File: src/rtl/packer_pkg.sv
// Shared types and sizing helpers for the byte-to-word packer.
// Imported by the packer top level and its word FIFO.
package packer_pkg;

    typedef enum logic {
        LOW,
        HIGH
    } phase_t;

    localparam int BYTE_W = 8;
    localparam int WORD_W = 16;

    function automatic int cnt_w(input int depth);
        return $clog2(depth + 1);
    endfunction

endpackage

File: src/rtl/word_fifo.sv
// Small synchronous FIFO of 16-bit words with registered storage.
// Head entry is presented combinationally; reads 0 when empty.
module word_fifo
    import packer_pkg::*;
#(
    parameter int DEPTH = 2
) (
    input  logic                      clk,
    input  logic                      rst,
    input  logic                      push,
    input  logic [WORD_W-1:0]         din,
    input  logic                      pop,
    output logic [WORD_W-1:0]         dout,
    output logic [cnt_w(DEPTH)-1:0]   count,
    output logic                      full,
    output logic                      empty
);

    localparam int CW = cnt_w(DEPTH);
    localparam int PW = $clog2(DEPTH);

    logic [WORD_W-1:0] mem_q [DEPTH];
    logic [PW-1:0]     rd_q, rd_d;
    logic [PW-1:0]     wr_q, wr_d;
    logic [CW-1:0]     cnt_q, cnt_d;
    logic              do_push;
    logic              do_pop;

    function automatic logic [PW-1:0] nxt(input logic [PW-1:0] p);
        return (p == PW'(DEPTH - 1)) ? '0 : p + 1'b1;
    endfunction

    assign empty   = (cnt_q == '0);
    assign full    = (cnt_q == CW'(DEPTH));
    assign count   = cnt_q;
    assign do_push = push && !full;
    assign do_pop  = pop && !empty;
    assign dout    = empty ? '0 : mem_q[rd_q];

    always_comb begin
        rd_d  = rd_q;
        wr_d  = wr_q;
        cnt_d = cnt_q;
        if (do_push) begin
            wr_d = nxt(wr_q);
        end
        if (do_pop) begin
            rd_d = nxt(rd_q);
        end
        if (do_push && !do_pop) begin
            cnt_d = cnt_q + 1'b1;
        end else if (do_pop && !do_push) begin
            cnt_d = cnt_q - 1'b1;
        end
    end

    always_ff @(posedge clk) begin
        if (rst) begin
            rd_q  <= '0;
            wr_q  <= '0;
            cnt_q <= '0;
        end else begin
            rd_q  <= rd_d;
            wr_q  <= wr_d;
            cnt_q <= cnt_d;
        end
    end

    always_ff @(posedge clk) begin
        if (do_push && !rst) begin
            mem_q[wr_q] <= din;
        end
    end

endmodule

File: src/rtl/byte_word_packer.sv
// Packs consecutive accepted bytes into 16-bit words and buffers
// them in a small FIFO toward a word-wide consumer.
module byte_word_packer
    import packer_pkg::*;
#(
    parameter bit MSB_FIRST = 1'b1,
    parameter int DEPTH     = 2
) (
    input  logic              clk,
    input  logic              rst,
    input  logic              in_valid,
    input  logic [BYTE_W-1:0] in_byte,
    output logic              in_ready,
    input  logic              flush,
    output logic              out_valid,
    output logic [WORD_W-1:0] out_word,
    input  logic              out_ready,
    output logic              half
);

    phase_t            phase_q, phase_d;
    logic [BYTE_W-1:0] hold_q, hold_d;
    logic              accept;
    logic              push;
    logic [WORD_W-1:0] word;
    logic              fifo_full;
    logic              fifo_empty;
    logic [cnt_w(DEPTH)-1:0] fifo_count;
    logic              unused_count;

    // Fullness is judged on registered state, so a pending pop
    // never lets a second byte slip in during the same cycle.
    assign in_ready = !rst && !flush
                    && ((phase_q == LOW) || !fifo_full);
    assign accept   = in_valid && in_ready;
    assign push     = accept && (phase_q == HIGH);
    assign half     = (phase_q == HIGH);
    assign out_valid = !fifo_empty;
    assign unused_count = ^fifo_count;

    assign word = MSB_FIRST ? {hold_q, in_byte}
                            : {in_byte, hold_q};

    always_comb begin
        phase_d = phase_q;
        hold_d  = hold_q;
        if (flush) begin
            phase_d = LOW;
        end else if (accept) begin
            unique case (phase_q)
                LOW: begin
                    hold_d  = in_byte;
                    phase_d = HIGH;
                end
                HIGH: begin
                    phase_d = LOW;
                end
                default: phase_d = LOW;
            endcase
        end
    end

    always_ff @(posedge clk) begin
        if (rst) begin
            phase_q <= LOW;
            hold_q  <= '0;
        end else begin
            phase_q <= phase_d;
            hold_q  <= hold_d;
        end
    end

    word_fifo #(
        .DEPTH(DEPTH)
    ) u_fifo (
        .clk   (clk),
        .rst   (rst),
        .push  (push),
        .din   (word),
        .pop   (out_ready),
        .dout  (out_word),
        .count (fifo_count),
        .full  (fifo_full),
        .empty (fifo_empty)
    );

endmodule
File: config.mk
export PLATFORM = sky130hd
export DESIGN_NAME = byte_word_packer
export DESIGN_NICKNAME = d
export VERILOG_FILES = /design/src/rtl/packer_pkg.sv /design/src/rtl/word_fifo.sv /design/src/rtl/byte_word_packer.sv
export SDC_FILE = /design/constraint.sdc
export NUM_CORES = 1
export LEC_CHECK = 0
export ABC_CLOCK_PERIOD_IN_PS = 6200
export CAP_MARGIN = 20
export CORE_ASPECT_RATIO = 0.8
export CORE_MARGIN = 2
export CORE_UTILIZATION = 30
export DETAILED_ROUTE_END_ITERATION = 7
export HOLD_SLACK_MARGIN = 0.06
export SYNTH_ARGS = -nofsm -noshare
export SYNTH_HDL_FRONTEND = slang
export SYNTH_SLANG_ARGS = --single-unit
File: constraint.sdc
create_clock -name clk -period 6.2 [get_ports clk]
set_input_delay 1.24 -clock clk [delete_from_list [all_inputs] [get_ports clk]]
set_output_delay 1.24 -clock clk [all_outputs]
set_load 0.005 [all_outputs]
==> metrics.cfg, run 1 <==
[worst_setup_path]
startpoint_type = input port
cp.required_ns = 4.96
crit_fanout = 18
cp.arrival_ns = 2.94
path_class = input port to primary output
end_kind = primary output

[synthesis]
synth_edf_count = 32
synth_area_um2 = 1790
post-synth-top-area-cell = edfxtp_1
synth_xor_area_share_pct = 1.47
synth_compound_area_share_pct = 3.49
synth_top_family_by_area = simple AND/OR/NAND/NOR gates
avgSynthCellArea_um2 = 13.4
synthDistinctLibCells = 23
synth_nets = 148
async_reset_ff_share_pct = 0
synth_simple_gate_area_share_pct = 13.3
synth-warning-count = 0
yosysTopAreaCellShare_pct = 53.6
ys_seq_area_share_pct = 69.2
synth-seq-cells = 46
synthMuxAreaShare_pct = 9.49
synth-adder-area-share_pct = 0.698
synthCells = 134
synthTopCellsByArea = edfxtp_1 54%, dfxtp_1 16%, mux2i_1 9.5%
synthFlopType = edfxtp_1

[placement]
hpwl_um = 2100
place_area_um2 = 2180
dp_slack_ns = 2.03
dp_cells = 242
io_buffers = 31
place_congestion = 0.712

[clocking]
post_cts_buffers = 0
hold_buffers = 0
cts.clk_slew.worst_paths_ns = 0.08
cts.sink_count = 46
ctsResizeCount = 0
cts_tree = yes
clk_path_buf_depth = 2
cts_made_buffers = 5
root_buffer = clkbuf_8
clock_latency_ns = 0.30
htreeDepth = 2

[global_route]
first_global_vias = 1037
grt_usage_pct = 10.1
antenna_found_initial = 0
grt_max_degree = 19
gr-total-overflow = 0
grt_pass1_wl_um = 5090

[finish]
final_cell_mix = 32 x edfxtp_1, 31 x clkdlybuf4s50_1, 22 x nor2_1, 17 x nand2_1, 17 x mux2i_1
fill_cells = 588
final-seq-area_um2 = 1240
drive_gt1_share_pct = 6.51
n_antenna_cell = 0
syn_to_final_growth_pct = 26.5
fin_area_um2 = 2270
final_common_cell = edfxtp_1
final_cells = 250
layout.nets = 182
multi_input_area_um2 = 510

[sta]
post-route-min-period_ns = 4.18
slew_headroom_pct = 35.9
hold_viol_final = 0
fmax_ghz = 0.239
rsz0062_at_grt = no
finalSetupTns_ns = 0
min_period_over_period_pct = 67.4
finalClockSkew_ns = 0.0104
drv_slew = 0
tightestPinTransition_ns = 0.961
worst_slack_ns = 2.02
setup_viol = 0

[die]
start_util_pct = 30.7
fp.dieH_um = 73.1
rows = 25
coreArea_um2 = 5850
io_pins = 32
dieArea_um2 = 6610
fp.dieW_um = 90.4

[detailed_routing]
vias = 1083
drcViolationCount = 0
drt_iter0_drc = 57
wl_um = 3060
vias_per_cell = 4.33
firstDrtPassIters = 4
wire_per_inst_um = 12.2
antenna_left = 0

[power_and_ir_drop]
power.switching_mw = 0.172
clkPwrFrac_pct = 25.7
p_int_mw = 0.506
seq_power_share_pct = 52.4
p_sw_share_pct = 25.4
power_frac_comb_pct = 21.9
leakagePower_nw = 0.721
powerDensity_nw_per_um2 = 299
vdd_drop_max_v = 0.0000927

[status]
status = finished clean

[worst_hold_path]
holdCritPathClass = flip-flop to flip-flop

[flow_run]
maxCapViolations = 0

## through the flow
stage / hold slack, ns / utilization, % / power (mW)
after floorplan: 0.425 / - / 0.426
after global placement: 0.438 / 37.3 / 0.513
after detailed placement: 0.445 / 37.3 / 0.514
after CTS: 0.464 / 38.8 / 0.687
after global routing: 0.480 / 38.8 / 0.713
final: 0.459 / 38.8 / 0.678
## cells by family (layout without fill, tap and decap cells)
logic type | after synthesis | after routing
fa+ha+maj | 1 | 1
mux | 17 | 17
simple gates | 48 | 48
xor+xnor | 3 | 3
flops | 46 | 46
compound gates | 12 | 12
buf+inv | 7 | 42
## worst paths after layout
kind / from / endpoint / slack (ns) / cells past startpoint
setup reg to reg: u_fifo.count[0]$_SDFFE_PP0P_ / u_fifo.mem_q[1][1]$_DFFE_PP_ / 4.26 / 3
setup / recovery: rst / in_ready / 2.02 / 3
hold / removal: hold_q[3]$_SDFFE_PP0P_ / u_fifo.mem_q[0][11]$_DFFE_PP_ / 0.46 / 0
hold reg to reg: hold_q[3]$_SDFFE_PP0P_ / u_fifo.mem_q[0][11]$_DFFE_PP_ / 0.46 / 0
## sequential cells by signal, summed over array words and instances (netlist names), named ones only
name          flops
half              1
hold_q            8
u_fifo.count      2
u_fifo.mem_q     32
u_fifo.rd_q       1
u_fifo.wr_q       1
## critical path, cell delays in order
cell             delay (ns)
clkdlybuf4s50_1        0.78
a211oi_1               0.38
clkdlybuf4s50_1        0.54
## cell usage after synthesis, types with 2 or more instances
master / instances
nor2b_1: 2
edfxtp_1: 32
nor2_1: 22
dfxtp_1: 14
nand2_1: 17
a21oi_1: 9
o21ai_0: 2
xor2_1: 3
buf_2: 3
mux2i_1: 17
## power by group through the flow
| stage | Clock, mW | Combinational [mW] | Sequential (mW) |
|---|---|---|---|
| 5_1_grt | 0.191 | 0.164 | 0.358 |
| 6_report | 0.174 | 0.149 | 0.355 |
| 3_3_place_gp | 0 | 0.150 | 0.363 |
| 4_1_cts | 0.179 | 0.152 | 0.356 |
| 3_5_place_dp | 0 | 0.152 | 0.363 |
| 2_1_floorplan | 0 | 0.0778 | 0.349 |
## metal layers
metal	GRT usage (%)	up-vias	part of all wire (%)
li1	-	541	-
met1	12.3	506	47
met2	16.7	28	47
met3	3.31	8	4.9
met4	4.62	0	1.8
met5	0	-	0
## layout make-up
cell class                 instances  area share (%)
multi-input combinational         81            22.5
timing repair buffer              33            14.3
inverter                           1           0.165
clock inverter                     2           0.607
tap                               81            4.47
sequential                        46            54.7
clock buffer                       6            3.20
Note: power is estimated with default switching activity, not from simulation.
==> run 2, diff against run 1 <==
--- a/config.mk
+++ b/config.mk
@@ -5,7 +5,7 @@
 export SDC_FILE = /design/constraint.sdc
 export NUM_CORES = 1
 export LEC_CHECK = 0
-export ABC_CLOCK_PERIOD_IN_PS = 6200
+export ABC_CLOCK_PERIOD_IN_PS = 3920
 export CAP_MARGIN = 20
 export CORE_ASPECT_RATIO = 0.8
 export CORE_MARGIN = 2
==> constraint.sdc (replaced) <==
create_clock -name clk -period 3.92 [get_ports clk]
set_input_delay 0.784 -clock clk [delete_from_list [all_inputs] [get_ports clk]]
set_output_delay 0.784 -clock clk [all_outputs]
set_load 0.005 [all_outputs]
==> run 2 against run 1 <==
Non-clock buffer count is 1 higher. Cell area up 0.94%. Clock power up 72%. Die area stayed put.
==> metrics.cfg, run 2 (synthesized netlist as in run 1, its figures left out) <==
[status]
status = finished clean

[power_and_ir_drop]
leakagePower_nw = 0.732
clkPwrFrac_pct = 27.4
power.switching_mw = 0.263
seq_power_share_pct = 51.2
power_frac_comb_pct = 21.4
vdd_drop_max_v = 0.000180
p_sw_share_pct = 24.0
finalPower_mw = 1.10
p_int_mw = 0.834
powerDensity_nw_per_um2 = 479

[global_route]
gr-total-overflow = 0
first_global_vias = 1036
grt_usage_pct = 10.6
grt_pass1_wl_um = 5240
antenna_found_initial = 0
grt_max_degree = 18

[clocking]
cts.clk_slew.worst_paths_ns = 0.08
clk_path_buf_depth = 2
root_buffer = clkbuf_8
ctsResizeCount = 0
clock_latency_ns = 0.28
cts_tree = yes
htreeDepth = 2
post_cts_buffers = 0
cts_made_buffers = 5
cts.sink_count = 46
hold_buffers = 0

[finish]
fin_area_um2 = 2290
layout.nets = 183
final_common_cell = edfxtp_1
fill_cells = 580
syn_to_final_growth_pct = 27.7
n_antenna_cell = 0
final_cell_mix = 32 x edfxtp_1, 31 x clkdlybuf4s50_1, 22 x nor2_1, 17 x nand2_1, 17 x mux2i_1
top_register = u_fifo.mem_q
final_cells = 251
drive_gt1_share_pct = 7.06
utilization_pct = 39.1
final-seq-area_um2 = 1240
multi_input_area_um2 = 510
largest_reg_flops = 32

[die]
io_pins = 32
dieArea_um2 = 6610
fp.dieW_um = 90.4
start_util_pct = 30.7
coreArea_um2 = 5850
rows = 25
fp.dieH_um = 73.1

[detailed_routing]
firstDrtPassIters = 4
vias_per_cell = 4.27
drt_iter0_drc = 70
antenna_left = 0
drcViolationCount = 0
vias = 1072
wl_um = 3170
wire_per_inst_um = 12.6

[sta]
setup_viol = 0
holdWs_ns = 0.459
tightestPinTransition_ns = 0.968
fmax_ghz = 0.347
finalSetupTns_ns = 0
hold_viol_final = 0
drv_slew = 0
slew_headroom_pct = 35.4
post-route-min-period_ns = 2.88
worst_slack_ns = 1.04
finalClockSkew_ns = 0.00536
rsz0062_at_grt = no
min_period_over_period_pct = 73.6

[placement]
place_congestion = 0.653
io_buffers = 31
dp_cells = 243
hpwl_um = 2110
place_area_um2 = 2190
dp_slack_ns = 1.05

[worst_setup_path]
path_class = flip-flop to primary output
startpoint_type = flip-flop
cp.required_ns = 3.14
end_kind = primary output
crit_fanout = 16
cp.arrival_ns = 2.10

[flow_run]
maxCapViolations = 0

[worst_hold_path]
holdCritPathClass = flip-flop to flip-flop

run 2: per-layer routing:
layer	up-vias	part of all wire, %	global-route usage [%]
li1	539	-	-
met1	505	49	13.5
met2	26	46	17.0
met3	2	4.5	3.72
met4	0	0.72	3.59
met5	-	0	0
run 2: final cells by class:
class	count	share of cell area [%]
clock buffers	7	4.21
well taps	81	4.43
clock inverters	1	0.164
repair buffers	34	14.5
multi-input cells	81	22.3
inverters	1	0.164
flip-flops and latches	46	54.2
run 2: final timing paths:
kind         slack [ns]                             to  cells after the start                         start
min reg2reg        0.46  u_fifo.mem_q[0][12]$_DFFE_PP_                      0        hold_q[4]$_SDFFE_PP0P_
min                0.46  u_fifo.mem_q[0][12]$_DFFE_PP_                      0        hold_q[4]$_SDFFE_PP0P_
max                1.04                    out_word[0]                      3                     flip-flop
max reg2reg        2.01   u_fifo.mem_q[1][6]$_DFFE_PP_                      3  u_fifo.count[0]$_SDFFE_PP0P_
run 2: power by group through the flow:
stage | Clock, mW | Sequential [mW] | Combinational, mW
6_report | 0.300 | 0.562 | 0.235
5_1_grt | 0.334 | 0.566 | 0.261
4_1_cts | 0.314 | 0.563 | 0.242
3_5_place_dp | 0 | 0.573 | 0.241
3_3_place_gp | 0 | 0.573 | 0.238
2_1_floorplan | 0 | 0.551 | 0.123
run 2: critical path, stage by stage, from the launching register on:
cell and delay (ns):
dfxtp_1 0.97, mux2i_1 0.16, nor2_1 0.16, clkdlybuf4s50_1 0.52
==> patch 1: new RTL, config.mk and constraints of run 1 <==
One comparison of `cnt_q` changes from == to >=.
--- a/src/rtl/word_fifo.sv
+++ b/src/rtl/word_fifo.sv
@@ -33,3 +33,3 @@
     assign empty   = (cnt_q == '0);
-    assign full    = (cnt_q == CW'(DEPTH));
+    assign full    = (cnt_q >= CW'(DEPTH));
     assign count   = cnt_q;
Behaviour: no difference found for any inputs over 10 cycles, from zero or initial values and one cycle with rst high; that may be too few to reach the edited logic, so the function may still have changed.
==> patch 1 against run 1 <==
Synthesized area shrank 1.4%. Final cell count is 5.2% lower. Routed wire length is 0.72% higher. Sequential cell count unchanged. Fmax increased by 2.8%. Power up 12%. Setup slack improved by 0.11 ns. Design area increased by 0.61%. Largest cell class unchanged. Largest power group unchanged. Highest routed layer unchanged.
==> patch 1: results (changes against run 1) <==
* Status: finished clean (unchanged)
* Most numerous cell types in the synthesized netlist: sky130_fd_sc_hd__edfxtp_1, sky130_fd_sc_hd__nor2_1, sky130_fd_sc_hd__mux2i_1 (was sky130_fd_sc_hd__edfxtp_1, sky130_fd_sc_hd__nor2_1, sky130_fd_sc_hd__mux2i_1, sky130_fd_sc_hd__nand2_1, sky130_fd_sc_hd__dfxtp_1)
* Post-placement worst setup slack at 2.14 ns (was 2.03 ns)
* Met3 GRT Util at 0.0341 (was 0.0331)
* Relative area of non-clock buffer cells in the final design at 0.139 (was 0.143)
* Global Route met1 Usage at 0.108 (was 0.123)
* Sw power at 0.000174 W (was 0.000172 W)
* Final clock skew at 0.00547 ns (was 0.0104 ns)
* Maximum number of pins on one net before global-route repair at 18 (was 19)
* Fraction of layout instances using a drive strength above 1 at 0.0692 (was 0.0651)
* GP Congestion at 0.671 (was 0.712)
* Worst hold slack after final layout at 0.462 ns (was 0.459 ns)
* Cell leakage power at 0.752 nW (was 0.721 nW)
* Amount of wire on met2 after detailed routing at 1.55 mm (was 1.43 mm)
* Synth top area cells: sky130_fd_sc_hd__edfxtp_1, sky130_fd_sc_hd__dfxtp_1, sky130_fd_sc_hd__mux2i_1 (unchanged)
* Largest register by flop count: u_fifo.mem_q (unchanged)
* Post-route met1 wirelength at 1.27 mm (was 1.43 mm)
* Count of fill cells added during filler insertion at 513 (was 588)
* Initial DRC Count at 26 (was 57)
* Data arrival time of the worst path at 2.83 ns (was 2.94 ns)
* Area added between synthesis and finish at 29.1% (was 26.5%)
* Non-clk bufs at 32 (was 33)
* Multi-input combinational area share at 0.212 (was 0.225)
* Multi-input gate count at 72 (was 81)
* Sequential cell count of the final layout at 46 (unchanged)
* Number of clock buffers inserted by TritonCTS at 5 (unchanged)
* Detailed Route WL at 3.08 mm (was 3.06 mm)
* Launch instance of the worst min-delay path: hold_q[5] (was hold_q[3])
* Number of warnings printed during yosys synthesis at 0 (unchanged)
* VDD IR max at 0.000131 V (was 0.0000927 V)
* # nets final at 172 (was 182)
* Placed cells at 229 (was 242)
* GRT Resource Usage Total at 0.101 (about the same)
* CP Max Fanout at 16 (was 18)
* Met3 wire length at 173 um (was 150 um)
* WHS Endpoint: u_fifo.mem_q[0][13] (was u_fifo.mem_q[0][11])
* Part of the cycle the worst path needs at 0.656 (was 0.674)
* Final HPWL DP at 2.16 mm (was 2.10 mm)
* Dpl cell area at 2140 um^2 (was 2180 um^2)
* First-pass GRT wire length at 4.95 mm (was 5.09 mm)
* Clock-cell share of area at 0.0603 (was 0.0381)
* Share of synthesized area occupied by flip-flops and latches at 0.702 (was 0.692)
* Worst max-slew margin expressed relative to the limit at 0.386 (was 0.359)
* Nets in the synthesized netlist at 140 (was 148)
* Largest stage delay, worst path at 0.71 ns (was 0.78 ns)
* Floorplan die area at 6530 um^2 (was 6610 um^2)
* R2R Setup Slk at 4.25 ns (was 4.26 ns)
* Via count at 1022 (was 1083)
==> patch 1: cell count changes in the layout (fill, tap and decap cells not counted), moves of 2 or more <==
cell                        delta
sky130_fd_sc_hd__a21oi_1       -7
sky130_fd_sc_hd__bufinv_16     +2
sky130_fd_sc_hd__mux2i_1       +7
sky130_fd_sc_hd__nand2_1      -16
sky130_fd_sc_hd__nor2_1        +7
==> patch 1: power by group through the flow <==
stage          clock network, W  logic [W]  registers (W)
2_1_floorplan                 0  0.0000826       0.000350
3_3_place_gp                  0   0.000140       0.000365
3_5_place_dp                  0   0.000144       0.000366
4_1_cts                0.000266   0.000144       0.000359
5_1_grt                0.000275   0.000154       0.000361
6_report               0.000260   0.000140       0.000358
==> patch 1: cell families after synthesis <==
logic type,share of synthesized area
multiplexers,0.136
adder cells (fa/ha/maj),0.00708
flip-flops,0.702
XOR/XNOR,0.0149
AND/OR/NAND/NOR,0.0934
buffers and inverters,0.0269
AO/OA/AOI/OAI,0.0198
==> patch 2: new RTL, settings of run 1 <==
Made on the original files. `DEPTH` is set to 2 in 2 places; all go to 4.
--- a/src/rtl/word_fifo.sv
+++ b/src/rtl/word_fifo.sv
@@ -5,3 +5,3 @@
 #(
-    parameter int DEPTH = 2
+    parameter int DEPTH = 4
 ) (
--- a/src/rtl/byte_word_packer.sv
+++ b/src/rtl/byte_word_packer.sv
@@ -6,3 +6,3 @@
     parameter bit MSB_FIRST = 1'b1,
-    parameter int DEPTH     = 2
+    parameter int DEPTH     = 4
 ) (
Function: changed (Yosys sat finds a counterexample within 10 cycles, from zero or initial values and one cycle with rst high).
==> patch 2 against run 1 <==
Utilization fell by 1.1 points. Synthesized area grew 85%. Sequential share of layout area up 1.1 points. Sequential cell count up 36. Worst hold slack gained 0.042 ns. Routed wire length increased by 89%. Sequential power is 82% higher. Setup slack lost 0.13 ns. Non-clock buffer count unchanged. First-iteration DRC count increased by 39%. Via count grew 57%. Combinational power grew to 2.7 times the old value. Design area is 80% higher. Power grew 130%. Highest routed layer unchanged.
==> patch 2: results (changes against run 1) <==
* Status: finished clean (unchanged)
* Worst reg2reg path endpoint: u_fifo.count[2] (was u_fifo.mem_q[1][1])
* H-tree level count at 3 (was 2)
* Clk pin slew, worst setup/hold paths at 0.06 ns (was 0.08 ns)
* Amount of wire on met2 after detailed routing at 2.66 mm (was 1.43 mm)
* Number of flip-flops in the largest register at 64 (was 32)
* GP Congestion at 0.724 (was 0.712)
* Detailed Route WL at 5.77 mm (was 3.06 mm)
* VDD IR max at 0.000148 V (was 0.0000927 V)
* Synth top area cells: sky130_fd_sc_hd__edfxtp_1, sky130_fd_sc_hd__dfxtp_1, sky130_fd_sc_hd__mux4_2 (was sky130_fd_sc_hd__edfxtp_1, sky130_fd_sc_hd__dfxtp_1, sky130_fd_sc_hd__mux2i_1)
* Transition time at the pin with the least slew margin at 0.883 ns (was 0.961 ns)
* Initial DRC Count at 79 (was 57)
* Launch instance of the worst min-delay path: hold_q[4] (was hold_q[3])
* Largest stage delay, worst path at 0.85 ns (was 0.78 ns)
* Data arrival time of the worst path at 3.07 ns (was 2.94 ns)
* Post-route met1 wirelength at 2.76 mm (was 1.43 mm)
* Worst hold slack after final layout at 0.501 ns (was 0.459 ns)
* Met3 GRT Util at 0.0391 (was 0.0331)
* Maximum number of pins on one net before global-route repair at 22 (was 19)
* Count of different cell masters after synthesis at 32 (was 23)
* Most numerous cell types in the synthesized netlist: sky130_fd_sc_hd__edfxtp_1, sky130_fd_sc_hd__nand2_1, sky130_fd_sc_hd__dfxtp_1 (was sky130_fd_sc_hd__edfxtp_1, sky130_fd_sc_hd__nor2_1, sky130_fd_sc_hd__mux2i_1, sky130_fd_sc_hd__nand2_1, sky130_fd_sc_hd__dfxtp_1)
* Share of synthesized area occupied by flip-flops and latches at 0.688 (was 0.692)
* First-pass GRT wire length at 9.23 mm (was 5.09 mm)
* Average wire per cell in the routed design at 15.3 um (was 12.2 um)
* Insertion delay to the later sink of the worst-skew pair at 0.33 ns (was 0.30 ns)
* WHS Endpoint: hold_q[4] (was u_fifo.mem_q[0][11])
-- patch 2: cell count changes after synthesis, moves of 4 or more --
cell,before,now
sky130_fd_sc_hd__ha_1,1,6
sky130_fd_sc_hd__nor2b_1,2,12
sky130_fd_sc_hd__mux4_2,0,10
sky130_fd_sc_hd__dfxtp_1,14,18
sky130_fd_sc_hd__nor2_1,22,5
sky130_fd_sc_hd__mux2i_1,17,3
sky130_fd_sc_hd__mux4_1,0,6
sky130_fd_sc_hd__inv_1,1,5
sky130_fd_sc_hd__edfxtp_1,32,64
-- patch 2: cells by family after synthesis --
family,count (synthesis),synth area share
DFF,82,0.688
and+or+nand+nor,56,0.105
muxes,19,0.124
AOI/OAI and AO/OA,14,0.0249
buffers and inverters,13,0.0241
adders and majority gates,7,0.0286
xor gates and xnor gates,2,0.00528
-- patch 2: layout make-up --
cell class	instances	area, um^2
multi-input cells	98	957
fillers	1027	6760
well taps	144	180
clock inverters	7	77.6
clock buffers	9	225
inverters	5	18.8
flip-flops and latches	82	2280
repair buffers	33	345
-- patch 2: metrics by stage --
stage | area, um^2 | worst slack [ns]
finish | 4090 | 1.89
global route | 4090 | 1.78
CTS | 4060 | 1.87
detailed placement | 3760 | 1.89
global placement | 3760 | 1.92
floorplan | 3320 | 3.17
-- patch 2: power by group --
| part | switching [W] | internal [W] |
|---|---|---|
| clock network | 0.000210 | 0.000314 |
| logic | 0.000159 | 0.000244 |
| registers | 0.0000356 | 0.000609 |
| total | 0.000405 | 0.00117 |
-- patch 2: tightest hold or removal path, cell delays in order (launching register included) --
cell,delay [ns]
sky130_fd_sc_hd__dfxtp_1,0.34
sky130_fd_sc_hd__nand2_1,0.06
sky130_fd_sc_hd__a21oi_1,0.05
